[src/rtl/lower_part_or_rca32_aor_enc64_pkg.sv]
// Shared constants for the key-locked lower-part-OR adder (LOA_KEY_LOCK_EN enables the key gates).
package lower_part_or_rca32_aor_enc64_pkg;

  localparam int unsigned OPND_W  = 32;
  localparam int unsigned RES_W   = 33;
  localparam int unsigned KEY_W   = 64;

  localparam int unsigned LOWER_W_MIN = 1;
  localparam int unsigned LOWER_W_MAX = 31;

  // A 1 marks an AND key gate, a 0 marks an OR key gate.
  localparam logic [KEY_W-1:0] K_CORRECT = 64'h67EC_D36F_4ADB_ABF5;

endpackage

[src/rtl/lower_part_or_rca32_aor_enc64_loa_core.sv]
// Combinational lower-part-OR adder core: OR'd low field, ripple-carry high field.
module loa_core
  import lower_part_or_rca32_aor_enc64_pkg::*;
#(
  parameter int unsigned LOWER_W = 8
) (
  input  logic [OPND_W-1:0] a,
  input  logic [OPND_W-1:0] b,
  output logic [RES_W-1:0]  s
);

  localparam int unsigned UPPER_W = OPND_W - LOWER_W;

  if (LOWER_W < LOWER_W_MIN || LOWER_W > LOWER_W_MAX) begin : g_bad_lower_w
    $error("loa_core: LOWER_W out of range");
  end

  logic             cin;
  logic [UPPER_W:0] carry;
  logic [UPPER_W-1:0] upper_sum;

  // Carry into the exact part comes only from the top bit of the OR'd field.
  assign cin = a[LOWER_W-1] & b[LOWER_W-1];

  always_comb begin
    carry     = '0;
    upper_sum = '0;
    carry[0]  = cin;
    for (int i = 0; i < int'(UPPER_W); i++) begin
      upper_sum[i] = a[LOWER_W+i] ^ b[LOWER_W+i] ^ carry[i];
      carry[i+1]   = (a[LOWER_W+i] & b[LOWER_W+i]) |
                     (carry[i] & (a[LOWER_W+i] ^ b[LOWER_W+i]));
    end
  end

  assign s = {carry[UPPER_W], upper_sum, a[LOWER_W-1:0] | b[LOWER_W-1:0]};

endmodule

[src/rtl/lower_part_or_rca32_aor_enc64.sv]
// Key-locked 32-bit LOA adder with registered 33-bit result.
// Define LOA_KEY_LOCK_EN to insert the AND/OR key-gate layer; otherwise keyinput is ignored.
module lower_part_or_rca32_aor_enc64
  import lower_part_or_rca32_aor_enc64_pkg::*;
#(
  parameter int unsigned LOWER_W = 8
) (
  input  logic              clk_i,
  input  logic              rst_ni,
  input  logic              valid_i,
  input  logic [OPND_W-1:0] add1_i,
  input  logic [OPND_W-1:0] add2_i,
  input  logic [KEY_W-1:0]  keyinput,
  output logic              valid_o,
  output logic [RES_W-1:0]  result_o
);

  logic [OPND_W-1:0] a_gated;
  logic [OPND_W-1:0] b_gated;
  logic [RES_W-1:0]  sum;

`ifdef LOA_KEY_LOCK_EN
  logic [KEY_W-1:0] opnd_cat;
  logic [KEY_W-1:0] gated_cat;

  assign opnd_cat = {add2_i, add1_i};

  // Correct key bit is the identity element of each gate; a wrong bit forces a constant.
  always_comb begin
    gated_cat = '0;
    for (int j = 0; j < int'(KEY_W); j++) begin
      if (K_CORRECT[j]) gated_cat[j] = opnd_cat[j] & keyinput[j];
      else              gated_cat[j] = opnd_cat[j] | keyinput[j];
    end
  end

  assign a_gated = gated_cat[OPND_W-1:0];
  assign b_gated = gated_cat[KEY_W-1:OPND_W];
`else
  logic unused_key;

  assign unused_key = ^keyinput;
  assign a_gated    = add1_i;
  assign b_gated    = add2_i;
`endif

  loa_core #(
    .LOWER_W (LOWER_W)
  ) u_loa_core (
    .a (a_gated),
    .b (b_gated),
    .s (sum)
  );

  always_ff @(posedge clk_i or negedge rst_ni) begin
    if (!rst_ni) begin
      result_o <= '0;
      valid_o  <= 1'b0;
    end else begin
      valid_o <= valid_i;
      if (valid_i) result_o <= sum;
    end
  end

endmodule

[config.mk]
export PLATFORM = sky130hd
export DESIGN_NAME = lower_part_or_rca32_aor_enc64
export DESIGN_NICKNAME = d
export VERILOG_FILES = /design/src/rtl/lower_part_or_rca32_aor_enc64_pkg.sv /design/src/rtl/lower_part_or_rca32_aor_enc64_loa_core.sv /design/src/rtl/lower_part_or_rca32_aor_enc64.sv
export SDC_FILE = /design/constraint.sdc
export NUM_CORES = 1
export LEC_CHECK = 0
export ABC_AREA = 1
export ABC_CLOCK_PERIOD_IN_PS = 800
export CORE_AREA = 2 2 85 87
export DETAILED_ROUTE_END_ITERATION = 10
export DIE_AREA = 0 0 87 89
export PLACE_DENSITY = 0.82
export RECOVER_POWER = 25
export SLEW_MARGIN = 20
export SYNTH_ARGS = -nofsm -noshare
export SYNTH_HDL_FRONTEND = slang
export SYNTH_HIERARCHICAL = 1
export SYNTH_SLANG_ARGS = --single-unit
[constraint.sdc]
create_clock -name clk_i -period 0.8 [get_ports clk_i]
set_input_delay 0.16 -clock clk_i [delete_from_list [all_inputs] [get_ports clk_i]]
set_output_delay 0.16 -clock clk_i [all_outputs]
set_load 0.005 [all_outputs]
== Word level (Yosys, flattened, before mapping) ==
Cells that the tools add are included.

* Bits in registers: 34

* Bitwise gates (word level): 122

{| class="wikitable"
|+ Operators by type and width
! cell !! count
|-
| $and A1 B1 Y1 || 49
|-
| $xor A1 B1 Y1 || 48
|-
| $or A1 B1 Y1 || 24
|-
| $or A8 B8 Y8 || 1
|}

== Depth between registers and ports, before layout ==
Gate-level depths: netlist of the first run.

* Depth in word-level cells: 49
* Mapped depth: 32
* Gate-level depth less buffers: 32

== Modules after synthesis ==
The synthesis of the first run kept the hierarchy.

{| class="wikitable"
|+ By module, submodules not included
! module !! instances !! cells each !! area each (um^2) !! seq. area each (um^2)
|-
| lower_part_or_rca32_aor_enc64 || 1 || 141 || 1330.0 || 850.8
|-
| loa_core || 1 || 60 || 615.6 || 0.0
|}

== Worst setup path after synthesis of the first run ==
No wires, ideal clock.

* Path kind: input-to-reg
* From: in add1_i[7]
* To: reg result_o[31]
* Data arrival time: 9.380 ns
* Data required time: 0.735 ns
* Path slack: -8.645 ns
* Stages on the path: 32
* Path through: nand2_1 -> inv_1 -> fa_1 -> fa_1 -> fa_1 -> fa_1 -> fa_1 -> fa_1 -> fa_1 -> fa_1 -> fa_1 -> fa_1 -> fa_1 -> fa_1 -> fa_1 -> fa_1 -> fa_1 -> fa_1 -> inv_1 -> fa_1 -> inv_1 -> fa_1 -> fa_1 -> fa_1 -> fa_1 -> fa_1 -> fa_1 -> inv_1 -> fa_1 -> inv_1 -> nand2_1 -> nand2_1

* Longest elaborated chain between the ends: 48

{| class="wikitable"
|+ Ends and longest elaborated chain
! what !! line !! source
|-
| start: declaration || lower_part_or_rca32_aor_enc64.sv:11 || <nowiki>input logic [OPND_W-1:0] add1_i,</nowiki>
|-
| $and A1 B1 Y1 || lower_part_or_rca32_aor_enc64_loa_core.sv:23 || <nowiki>assign cin = a[LOWER_W-1] & b[LOWER_W-1];</nowiki>
|-
| $and A1 B1 Y1 || lower_part_or_rca32_aor_enc64_loa_core.sv:32 || <nowiki>(carry[i] & (a[LOWER_W+i] ^ b[LOWER_W+i]));</nowiki>
|-
| $or A1 B1 Y1 || lower_part_or_rca32_aor_enc64_loa_core.sv:31 || <nowiki>carry[i+1] = (a[LOWER_W+i] & b[LOWER_W+i]) |</nowiki>
|-
| $and A1 B1 Y1 || lower_part_or_rca32_aor_enc64_loa_core.sv:32 ||
|-
| $or A1 B1 Y1 || lower_part_or_rca32_aor_enc64_loa_core.sv:31 ||
|-
| $and A1 B1 Y1 || lower_part_or_rca32_aor_enc64_loa_core.sv:32 ||
|-
| $or A1 B1 Y1 || lower_part_or_rca32_aor_enc64_loa_core.sv:31 ||
|-
| $and A1 B1 Y1 || lower_part_or_rca32_aor_enc64_loa_core.sv:32 ||
|-
| [33 not listed] || -- ||
|-
| $and A1 B1 Y1 || lower_part_or_rca32_aor_enc64_loa_core.sv:32 ||
|-
| $or A1 B1 Y1 || lower_part_or_rca32_aor_enc64_loa_core.sv:31 ||
|-
| $and A1 B1 Y1 || lower_part_or_rca32_aor_enc64_loa_core.sv:32 ||
|-
| $or A1 B1 Y1 || lower_part_or_rca32_aor_enc64_loa_core.sv:31 ||
|-
| $and A1 B1 Y1 || lower_part_or_rca32_aor_enc64_loa_core.sv:32 ||
|-
| $or A1 B1 Y1 || lower_part_or_rca32_aor_enc64_loa_core.sv:31 ||
|-
| $xor A1 B1 Y1 || lower_part_or_rca32_aor_enc64_loa_core.sv:30 || <nowiki>upper_sum[i] = a[LOWER_W+i] ^ b[LOWER_W+i] ^ carry[i];</nowiki>
|-
| named net sum[31] || lower_part_or_rca32_aor_enc64.sv:20 || <nowiki>logic [RES_W-1:0] sum;</nowiki>
|-
| end signal: assignment || lower_part_or_rca32_aor_enc64.sv:61 || <nowiki>if (valid_i) result_o <= sum;</nowiki>
|-
| end: declaration || lower_part_or_rca32_aor_enc64.sv:15 || <nowiki>output logic [RES_W-1:0] result_o</nowiki>
|}

The timed path passes the listed nets, and every way through them passes these cells.
A chain may end at the register's enable or synchronous reset.

== Worst setup path in the final report of the first run ==
Same ends and word-level chain as after synthesis.

==> metrics, run 1 <==
crit-path max FO=2; clk slew on worst S/H paths=0.06 ns; crit-path max cell delay=0.42 ns; antenna violations before repair=0; gr usage total=13.4%; Core ar.=6720 um2; Syn Nets=356; WL/cell=11.7 um; leak pwr=1.69 nW; Setup crit end kind=flop; # IOs=165; layout cells sized above 1=38.5%; status=finished with violations; Clk Tree Root Cell=clkbuf_8; top cells by area, synth=dfrtp_1, fa_1, nand2_1; Slew @ Worst Pin=0.319 ns; CTS max path bufs=2; largest family of logic cells by synthesized area=adder cells; setup tns final=-107.39 ns; slowest CP cell=fa_2; die area=7740 um2; RSZ-0062 raised after global routing=true; endpoints failing hold=0; Post-Synthesis Cells=201; Final WS setup=-7.88 ns; final WL=4.91 mm; DIE WIDTH=87 um; CTS tree=built; Final Setup Violations=60; xor-xnor portion of the synthesized cell area=0%; switching power=0.00146 W; final hold slack=0.188 ns; multi-input logic area=998 um2; Yosys top cell by area=dfrtp_1; Row Count=30; first drt pass iteration count=4; initial core utilization=29.0%; YS warnings=6; complex-gate fraction of the synthesized area=0%; Post-synth EDFFs=0; Max VDD drop=0.576 mV; period utilisation layout=1090%; global route total overflow=0; vias in the first global route=1,905; crit start category=input pin; Logic pwr share=36.9%; Synth top area share=43.7%; Post-Syn Area per Cell=9.68 um2; Synth async-reset ratio=100%; switching part of the total=28.1%; flops & latches, synth=34; initial drt markers=49; Cell Area, Synth=1950 um2; MaxCap Viol Count=0; CP most frequent cell=fa_2; register area=851 um2; FMAX=0.115 GHz; TritonCTS Sinks=34; Yosys cell types=9; Post-synth top cells=nand2_1, dfrtp_1, inv_1; fin util=49.5%; DRT antenna net count=0; register share of total power=40.9%; adder-cell share of the synthesized area=24.7%; Final GP Congestion=0.738; post-route minimum period=8.68 ns; Worst Path Required=1.02 ns; top-count cell post-synth=nand2_1; critical path arrival=8.90 ns; mux cell area share after synthesis=0%; total power=0.00519 W; die height=89 um; clock skew=0 ns; nets@finish=495; share of the yosys chip area belonging to registers=43.7%; Clk pwr share=22.2%; Hold Crit Class=in2reg; fill cell count=607; failing checks=negative setup slack; layout overhead on the synthesized area=71.0%; Port Buffer Count=100; prevailing post-synth register cell=dfrtp_1; dpl hpwl=3.60 mm; DR DRC count=0; Int Pwr=0.00373 W; Via density=4.13; via count=1,733; area share of and/or/nand/nor cells after synthesis=22.1%; count of pins over their slew limit=0; Max-Slew Margin vs Limit=78.7%; CP Class=in2reg; Skew-Pair Late Insertion Delay=0.27 ns; largest net degree at the start of global routing=35; first-pass GRT wire length=8.22 mm; # H-tree levels=2; pre-CTS setup slack=-8.59 ns; CTS buffer count=5; n_diodes=0; Pwr Density=1560 nW/um2
## sequential cells by signal (all words and copies together) (netlist names)
| name | cells |
|---|---|
| valid_o | 1 |
| result_o | 33 |
## cell families after synthesis
logic type | after synthesis
fa+ha+maj | 24
simple gates | 108
flops | 34
buf+inv | 35
## worst max-delay path: cells and delay by family
family	cells	cell delay, ns
simple gates	3	0.14
fa+ha+maj	24	8.25
buf+inv	6	0.34
## power by group through the flow
stage | clock network, W | registers [W] | logic (W)
6_report | 0.00115 | 0.00212 | 0.00191
5_1_grt | 0.00130 | 0.00215 | 0.00215
4_1_cts | 0.00124 | 0.00212 | 0.00182
3_5_place_dp | 0 | 0.00217 | 0.00186
3_3_place_gp | 0 | 0.00216 | 0.00182
2_1_floorplan | 0 | 0.00219 | 0.000588
## timing repair
| item | CTS | global route |
|---|---|---|
| gates resized for setup | 157 | 12 |
| buffers inserted | 17 | 7 |
| hold buffers | 1 | 0 |
| endpoints found under the hold margin | 34 | 0 |
| gates cloned | 0 | 0 |
| endpoints found under the setup margin | 67 | 58 |
| pin swaps | 19 | 6 |
## cell usage in the layout, fill, tap and decap left out
cell type	n
nand2_1	89
clkdlybuf4s50_1	60
buf_2	35
dfrtp_1	34
buf_4	32
fa_2	24
inv_1	20
nand2_2	18
inv_2	7
clkbuf_8	5
buf_12	4
buf_6	3
clkbuf_1	2
clkdlybuf4s15_1	2
inv_12	1
dlygate4sd3_1	1
buf_8	1
dlygate4sd2_1	1
nand2_4	1
## worst paths after layout
| kind | start | end | slack [ns] | cells after the start |
|---|---|---|---|---|
| setup / recovery | add1_i[7] | result_o[31]$_DFFE_PN0P_ | -7.88 | 33 |
| hold / removal | add2_i[7] | result_o[7]$_DFFE_PN0P_ | 0.19 | 5 |
| setup reg to reg | result_o[29]$_DFFE_PN0P_ | result_o[29]$_DFFE_PN0P_ | -0.05 | 4 |
| hold reg to reg | result_o[28]$_DFFE_PN0P_ | result_o[28]$_DFFE_PN0P_ | 0.48 | 2 |
| max in group asynchronous | rst_ni | result_o[7]$_DFFE_PN0P_ | 0.15 | 3 |
| min in group asynchronous | rst_ni | result_o[16]$_DFFE_PN0P_ | 0.39 | 3 |
## final cells by class
cell class | count | area share, %
clock buffer | 7 | 2.29
inverter | 28 | 3.54
tap | 80 | 3.01
sequential | 34 | 25.6
multi-input combinational | 132 | 30.0
timing repair buffer | 139 | 35.6
## metal layers
metal  GRT usage [%]  vias to the layer above  routed length (um)
li1                -                      846                   -
met1            14.5                      822                1980
met2            25.6                       61                2550
met3            3.97                        4                 355
met4            3.27                        0                  23
met5               0                        -                   0
## metrics by stage
stage               area (um2)  cells
floorplan                 2010    201
global placement          3200    390
detailed placement        3200    390
CTS                       3260    413
global route              3330    420
finish                    3330    420
No activity file was read; power rests on OpenSTA's default activity.
==> run 2: changes to the inputs <==
TNS_END_PERCENT = 100   (was not set)
==> results of run 2 <==
The final DEF is identical to that of run 1; final timing and power are the same.
